### src/rtl/cmd_resp_serializer_if.sv
// Response-FIFO read port plus UART TX byte handshake for the response framer.
`timescale 1ns/1ps
interface cmd_resp_serializer_if #(
   parameter int unsigned DATA_W = 32
);
   logic              resp_fifo_valid;
   logic [DATA_W-1:0] resp_fifo_data;
   logic              resp_fifo_rd_en;
   logic [7:0]        tx_data;
   logic              tx_valid;
   logic              tx_ready;
   logic              busy;
   logic              frame_done;

   modport master (
      input  resp_fifo_valid, resp_fifo_data, tx_ready,
      output resp_fifo_rd_en, tx_data, tx_valid, busy, frame_done
   );

   modport slave (
      output resp_fifo_valid, resp_fifo_data, tx_ready,
      input  resp_fifo_rd_en, tx_data, tx_valid, busy, frame_done
   );
endinterface

### src/rtl/cmd_resp_serializer.sv
// Pops response words and frames them MSB-first as SOF, data bytes, optional XOR checksum
// onto the UART TX valid/ready byte stream.
`timescale 1ns/1ps
module cmd_resp_serializer #(
   parameter int unsigned DATA_W   = 32,
   parameter logic [7:0]  SOF_BYTE = 8'hA5,
   parameter bit          USE_CSUM = 1'b1
) (
   input logic                    clk,
   input logic                    rst_n,
   cmd_resp_serializer_if.master  bus
);
   localparam int unsigned NBYTES = DATA_W / 8;
   localparam int unsigned CNT_W  = $clog2(NBYTES) + 1;

   typedef enum logic [1:0] {IDLE, HDR, DATA, CSUM} state_t;

   state_t            state;
   logic [DATA_W-1:0] shift_reg;
   logic [DATA_W-1:0] shift_nxt;
   logic [CNT_W-1:0]  byte_cnt;
   logic [7:0]        csum;
   logic [7:0]        tx_data_q;
   logic              tx_valid_q;
   logic              busy_q;
   logic              hs;
   logic              last_data;

   assign hs        = tx_valid_q && bus.tx_ready;
   assign shift_nxt = shift_reg << 8;
   assign last_data = (byte_cnt == CNT_W'(NBYTES - 1));

   // Pop strobe is only offered in IDLE, so at most one word is taken per frame.
   assign bus.resp_fifo_rd_en = rst_n && (state == IDLE) && bus.resp_fifo_valid;
   assign bus.frame_done      = hs && ((state == CSUM) ||
                                       ((state == DATA) && last_data && !USE_CSUM));
   assign bus.tx_data         = tx_data_q;
   assign bus.tx_valid        = tx_valid_q;
   assign bus.busy            = busy_q;

   always_ff @(posedge clk or negedge rst_n) begin
      if (!rst_n) begin
         state      <= IDLE;
         shift_reg  <= '0;
         byte_cnt   <= '0;
         csum       <= 8'h00;
         tx_data_q  <= 8'h00;
         tx_valid_q <= 1'b0;
         busy_q     <= 1'b0;
      end else begin
         case (state)
            IDLE: begin
               if (bus.resp_fifo_valid) begin
                  shift_reg  <= bus.resp_fifo_data;
                  byte_cnt   <= '0;
                  csum       <= 8'h00;
                  tx_data_q  <= SOF_BYTE;
                  tx_valid_q <= 1'b1;
                  busy_q     <= 1'b1;
                  state      <= HDR;
               end
            end
            HDR: begin
               if (hs) begin
                  tx_data_q <= shift_reg[DATA_W-1 -: 8];
                  state     <= DATA;
               end
            end
            DATA: begin
               if (hs) begin
                  csum      <= csum ^ tx_data_q;
                  shift_reg <= shift_nxt;
                  byte_cnt  <= byte_cnt + CNT_W'(1);
                  if (last_data) begin
                     if (USE_CSUM) begin
                        tx_data_q <= csum ^ tx_data_q;
                        state     <= CSUM;
                     end else begin
                        tx_valid_q <= 1'b0;
                        busy_q     <= 1'b0;
                        state      <= IDLE;
                     end
                  end else begin
                     tx_data_q <= shift_nxt[DATA_W-1 -: 8];
                  end
               end
            end
            CSUM: begin
               if (hs) begin
                  tx_valid_q <= 1'b0;
                  busy_q     <= 1'b0;
                  state      <= IDLE;
               end
            end
            default: state <= IDLE;
         endcase
      end
   end
endmodule

### src/flat_wrapper.sv
// flat-port wrapper written by rule: the top's interface ports become plain ports
module cmd_resp_serializer_flat 
#(
   parameter int unsigned DATA_W   = 32,
   parameter logic [7:0]  SOF_BYTE = 8'hA5,
   parameter bit          USE_CSUM = 1'b1
)
  (clk, rst_n, bus_resp_fifo_valid, bus_resp_fifo_data, bus_tx_ready, bus_resp_fifo_rd_en, bus_tx_data, bus_tx_valid, bus_busy, bus_frame_done);
  cmd_resp_serializer_if #(.DATA_W(DATA_W)) bus_i ();
  input logic clk;
  input logic rst_n;
  input wire logic [$bits(bus_i.resp_fifo_valid)-1:0] bus_resp_fifo_valid;
  input wire logic [$bits(bus_i.resp_fifo_data)-1:0] bus_resp_fifo_data;
  input wire logic [$bits(bus_i.tx_ready)-1:0] bus_tx_ready;
  output wire logic [$bits(bus_i.resp_fifo_rd_en)-1:0] bus_resp_fifo_rd_en;
  output wire logic [$bits(bus_i.tx_data)-1:0] bus_tx_data;
  output wire logic [$bits(bus_i.tx_valid)-1:0] bus_tx_valid;
  output wire logic [$bits(bus_i.busy)-1:0] bus_busy;
  output wire logic [$bits(bus_i.frame_done)-1:0] bus_frame_done;
  assign bus_i.resp_fifo_valid = bus_resp_fifo_valid;
  assign bus_i.resp_fifo_data = bus_resp_fifo_data;
  assign bus_i.tx_ready = bus_tx_ready;
  assign bus_resp_fifo_rd_en = bus_i.resp_fifo_rd_en;
  assign bus_tx_data = bus_i.tx_data;
  assign bus_tx_valid = bus_i.tx_valid;
  assign bus_busy = bus_i.busy;
  assign bus_frame_done = bus_i.frame_done;
  cmd_resp_serializer #(.DATA_W(DATA_W), .SOF_BYTE(SOF_BYTE), .USE_CSUM(USE_CSUM)) u_core (.clk(clk), .rst_n(rst_n), .bus(bus_i));
endmodule
### config.mk
export PLATFORM = sky130hd
export DESIGN_NAME = cmd_resp_serializer_flat
export DESIGN_NICKNAME = d
export VERILOG_FILES = /design/src/rtl/cmd_resp_serializer_if.sv /design/src/rtl/cmd_resp_serializer.sv /design/src/flat_wrapper.sv
export SDC_FILE = /design/constraint.sdc
export NUM_CORES = 1
export LEC_CHECK = 0
export ABC_AREA = 1
export CORE_MARGIN = 10
export CORE_UTILIZATION = 40
export DETAILED_ROUTE_END_ITERATION = 12
export GPL_TIMING_DRIVEN = 0
export PLACE_DENSITY = 0.65
export SETUP_SLACK_MARGIN = 0.05
export SYNTH_ARGS = -nofsm -noshare
export SYNTH_HDL_FRONTEND = slang
export SYNTH_SLANG_ARGS = --single-unit
### constraint.sdc
create_clock -name clk -period 1.6 [get_ports clk]
set_clock_uncertainty 0.1 [all_clocks]
set_input_delay 0.24 -clock clk [delete_from_list [all_inputs] [get_ports clk]]
set_output_delay 0.24 -clock clk [all_outputs]
set_load 0.05 [all_outputs]
### Yosys cells after proc, flatten, opt, wreduce, memory -nomap -nowiden

Index checks and enable logic that the tools add are counted.

| storage, ports and cells | value |
|---|---|
| memories kept | 0 |
| memory bits (read-only) | 0 |
| latch bits | 0 |
| register bits after elaboration | 54 |
| input port bits | 36 |
| word-level logic and storage cells | 52 |
| output and inout bits | 12 |
| bits in writable memories | 0 |

| operators by class | value |
|---|---|
| mux-type cells | 23 |
| reduce and logical (&&, ||, !) cells | 12 |
| shift-type cells | 0 |
| equal/unequal tests | 9 |
| multiply operators | 0 |
| add/sub/neg operators | 1 |
| $lt $le $gt $ge | 0 |
| divide/modulo/power cells | 0 |
| bitwise gates (word level) | 1 |

Operators with widths:

| kind | number |
|---|---|
| 32-bit 2-to-1 mux | 2 |
| 32-bit one-hot mux with 2 select lines | 1 |
| 8-bit 2-to-1 mux | 6 |
| 8-bit one-hot mux with 3 select lines | 1 |
| 8-bit one-hot mux with 2 select lines | 1 |
| 2-bit 2-to-1 mux | 5 |
| 2-bit by 1-bit inequality test with 1-bit output, second input constant | 4 |
| 2-bit one-hot mux with 4 select lines | 1 |
| 8-bit XOR | 1 |
| 3-bit 2-to-1 mux | 2 |
| 3-bit one-hot mux with 2 select lines | 1 |
| 3-bit AND reduction | 2 |
| 5-bit AND reduction | 1 |
| 2-bit == test, second input constant | 2 |
| 1-bit logical AND | 4 |
| 4-bit AND reduction | 1 |
| 2-bit nonzero test | 2 |
| 3-bit by 1-bit adder with 3-bit output, second input constant | 1 |
| 3-bit by 2-bit == test with 1-bit output, second input constant | 1 |
| 3-bit nonzero test | 1 |
| 2-bit by 1-bit == test with 1-bit output, second input constant | 1 |
| 2-bit logical NOT | 1 |
| 1-bit 2-to-1 mux | 2 |
| 2-bit inequality test, second input constant | 1 |
| 1-bit one-hot mux with 2 select lines | 1 |

### Depth between registers and ports, before layout

| depth | value |
|---|---|
| depth after elaboration | 4 |
| mapped depth | 9 |
| depth with buffers taken out | 8 |

### Worst setup path before layout

No wires, ideal clock.

| timing path | value |
|---|---|
| kind | register to output |
| start | register u_core.bus.busy (netlist name) |
| end | output bus_frame_done |
| cell stages (with the launch flop) | 3 |
| arrival | 1.572 ns |
| path buffers | 0 |
| slack | -0.312 ns |
| data required time | 1.260 ns |
| cell sequence | dfrtp_1 > nand2_1 > nor2_1 |

RTL lines:

| item | line | source |
|---|---|---|
| to (decl) | flat_wrapper.sv:19 | `output wire logic [$bits(bus_i.frame_done)-1:0] bus_frame_done;` |

### Worst setup path in the final report

| timing path | value |
|---|---|
| start | register u_core.state[1] |
| end | register u_core.shift_reg[26] |

| between the ends | value |
|---|---|
| word-level cells in the longest chain between the ends | 3 |
| elaborated cells between the ends (all ways) | 7 |
| those cells by class | eq/ne: 3; mux: 1; reduce/logical: 3 |

Ends and longest elaborated chain:

| item | line | source |
|---|---|---|
| from (decl) | cmd_resp_serializer.sv:18 | `state_t state;` |
| from (signal assigned) | cmd_resp_serializer.sv:43 | `state <= IDLE;` |
| from (signal assigned) | cmd_resp_serializer.sv:60 | `state <= HDR;` |
| from (signal assigned) | cmd_resp_serializer.sv:66 | `state <= DATA;` |
| 2-bit == test / 2-bit logical NOT (equally long branches) | n/a |  |
| 2-bit by 1-bit inequality test with 1-bit output (no line) (tied with other cells) | n/a |  |
| 3-bit AND reduction (no line) | n/a |  |
| to (signal assigned) | cmd_resp_serializer.sv:54 | `shift_reg <= bus.resp_fifo_data;` |
| to (signal assigned) | cmd_resp_serializer.sv:72 | `shift_reg <= shift_nxt;` |
| to (decl) | cmd_resp_serializer.sv:19 | `logic [DATA_W-1:0] shift_reg;` |

Several ways; a longest one is shown, not always the timed one.
A chain may end at the register's enable or synchronous reset.

==> impl_metrics.py <==
metrics = {
    "detailed_routing": {
        "drt_iter0_markers": 150,
        "routed_wl_mm": 8.25,
        "drc": 0,
        "antenna_left": 0,
        "vias": 2788,
        "avgRoutedWirePerCell_um": 14.0,
        "first_pass_iters": 4,
        "via_per_inst": 4.73,
    },
    "critical_path": {
        "arrival_ps": 1850,
        "worstSetupPathType": "reg2reg",
        "r2r-end": "u_core.shift_reg[26]",
        "reg2reg_slack_ps": -140,
        "cp.required_ps": 1710,
        "cp_max_fo": 7,
        "critPathLaunchType": "flip-flop",
        "r2r_cells": 9,
        "r2r-start": "u_core.state[1]",
        "crit_path_end_kind": "flip-flop",
    },
    "global_routing": {
        "grt_pass1_vias": 2743,
        "grt_max_degree": 37,
        "antenna_found_initial": 0,
        "grt.overflow.total": 0,
        "grt_pass1_wl_mm": 13.1,
        "track_usage_pct": 14.1,
    },
    "synth": {
        "synth_top_area_share_pct": 46.6,
        "synth_seq_cells": 54,
        "postSynthAreaPerCell_um2": 7.01,
        "synth_ff_type": "dfrtp_1",
        "ys_async_sr_fraction_pct": 100,
        "synth_warnings": 0,
        "synth_edf_count": 0,
        "netlist_instances": 414,
        "synth_cell_types": 20,
        "syn_nets": 458,
        "synthTopCellsByArea": "dfrtp_1, nand2_1, o21ai_0, inv_1, nand3_1",
        "synth_most_common_cell": "nand2_1",
        "yosysTopAreaCell": "dfrtp_1",
        "ys_seq_area_share_pct": 46.6,
        "yosys-top-cells-count": "nand2_1, dfrtp_1, inv_1, o21ai_0, nand3_1",
        "syn-cell-area_um2": 2900,
    },
    "worst_hold_path": {
        "hold_start": "bus_resp_fifo_data[6]",
        "min_path_type": "in2reg",
        "min_delay_worst_endpoint": "u_core.shift_reg[6]",
        "holdPathStages": 3,
    },
    "power_and_ir_drop": {
        "p_int_mw": 4.82,
        "pwr-share-clk_pct": 12.3,
        "p_leak_nw": 2.09,
        "netSwitchingFraction_pct": 45.2,
        "ir_drop_mv": 0.821,
        "power_mw": 8.78,
        "powerDensity_nw_per_um2": 2140,
        "pwr-share-comb_pct": 60.4,
        "p_sw_mw": 3.97,
        "seqPwrFrac_pct": 27.2,
    },
    "sta": {
        "setup-tns-final_ps": -3850,
        "grt_setup_unrepaired": "yes",
        "max_freq_mhz": 574,
        "setup_ws_ps": -142,
        "min_period_over_period_pct": 109,
        "worst_slew_pin_slew_ps": 892,
        "min_period_ps": 1740,
        "slew-limit-headroom_pct": 40.3,
        "timing.hold.ws_ps": 380,
        "maxSlewViolCount": 0,
        "hold_viol_final": 0,
        "setup_viol": 55,
    },
    "floorplan": {
        "die_y_um": 105,
        "die_width_um": 105,
        "initial_utilization_pct": 42.0,
        "row_count": 30,
        "io_pins": 48,
        "core_um2": 6910,
        "die_area_um2": 11100,
    },
    "clock_tree": {
        "clk_path_buf_depth": 2,
        "clkLatencyLatePin_ps": 310,
        "htree_levels": 2,
        "clkTransAtPathRegs_ps": 100,
        "cts_sinks": 54,
        "cts_tree": "done",
        "cts-root-buf": "clkbuf_8",
        "cts_inserted_buffers": 5,
    },
    "finish": {
        "final_cell_count_no_fill": 589,
        "finalNetCount": 536,
        "largest_reg_flops": 32,
        "drive_above_1_share_pct": 19.9,
        "syn_to_final_growth_pct": 41.7,
        "final.fill_count": 640,
        "design_area_um2": 4110,
        "n_antenna_cell": 0,
        "utilization_pct": 59.5,
    },
    "placement": {
        "placed_cell_area_um2": 3530,
        "portBuffers": 47,
        "place_inst": 558,
        "hpwl_mm": 5.48,
        "gp_congestion": 0.828,
        "dp_slack_ps": -525,
    },
    "job": {
        "cap_violations": 0,
    },
    "outcome": {
        "status": "finished with violations",
        "violations": "negative setup slack",
    },
}
## cells by family after synthesis
group,after synthesis,synth area share [%]
buffers and inverters,49,7.33
adders and majority gates,8,3.45
DFF,54,46.6
and+or+nand+nor,267,36.0
AOI/OAI and AO/OA,36,6.68
## metal layers
layer	up-vias	part of all wire [%]	global-route usage [%]
met3	9	5.7	3.44
met2	71	50	24.6
met4	0	1.4	3.82
met5	-	0	0
li1	1426	-	-
met1	1282	42	16.8
## worst max path at each step
| stage | from | end | slack, ps | cells after the start |
|---|---|---|---|---|
| 4_1_cts | u_core.state[0] | u_core.byte_cnt[0] | -110 | 9 |
| 5_1_grt | u_core.state[0] | u_core.shift_reg[26] | -200 | 9 |
| 3_3_place_gp | rst_n | bus_resp_fifo_rd_en | -2460 | 4 |
| 2_1_floorplan | u_core.state[1] | u_core.byte_cnt[0] | 20 | 9 |
| 3_5_place_dp | bus_tx_ready | bus_frame_done | -530 | 4 |
| 6_report | u_core.state[1] | u_core.shift_reg[26] | -140 | 9 |
## placed cells by master (no fill, tap or decap), types with 3 or more instances in the layout
cell type / instances
nand2_1: 219
dfrtp_1: 52
clkdlybuf4s50_1: 34
inv_1: 23
nand3_1: 20
buf_4: 17
o21ai_0: 16
nand2_2: 12
a21oi_1: 10
clkdlybuf4s15_2: 9
clkbuf_8: 7
buf_6: 7
nor2_1: 6
o21ai_1: 5
ha_1: 5
buf_8: 4
clkbuf_2: 4
buf_2: 4
inv_2: 3
nor2_4: 3
nand2_4: 3
## final cells by class
class                           instances  area, µm²  area share (%)
Tap cell                               96        120            2.92
Timing Repair Buffer                   71        718            17.5
Multi-Input combinational cell        311       1460            35.6
Inverter                               31        135            3.29
Clock buffer                            5       68.8            1.67
Clock inverter                          3       68.8            1.67
Sequential cell                        54       1350            32.9
Buffer                                 18        183            4.44
## power by group through the flow
stage / logic, mW / registers (mW) / clock network [mW]
final: 5.31 / 2.39 / 1.08
after global routing: 5.85 / 2.46 / 1.15
after CTS: 4.75 / 2.36 / 1.10
after detailed placement: 3.95 / 2.37 / 0
after global placement: 3.86 / 2.35 / 0
after floorplan: 2.51 / 2.63 / 0
## timing repair
item,in CTS,in global routing
resized for setup,87,36
gates cloned,2,1
hold endpoints to repair,18,0
pin swaps,6,8
endpoints found under the setup margin,65,56
setup buffers,11,7
hold buffers,2,0
## worst max-delay path, stage by stage, from the launching register on
cell and delay (ps):
dfrtp_2 470, inv_4 70, ha_4 180, buf_6 120, o21ai_4 160, nand2_4 130
buf_6 170, clkbuf_16 150, nand2_2 50, nand2_1 40
Power figures use the tool's default switching activity.
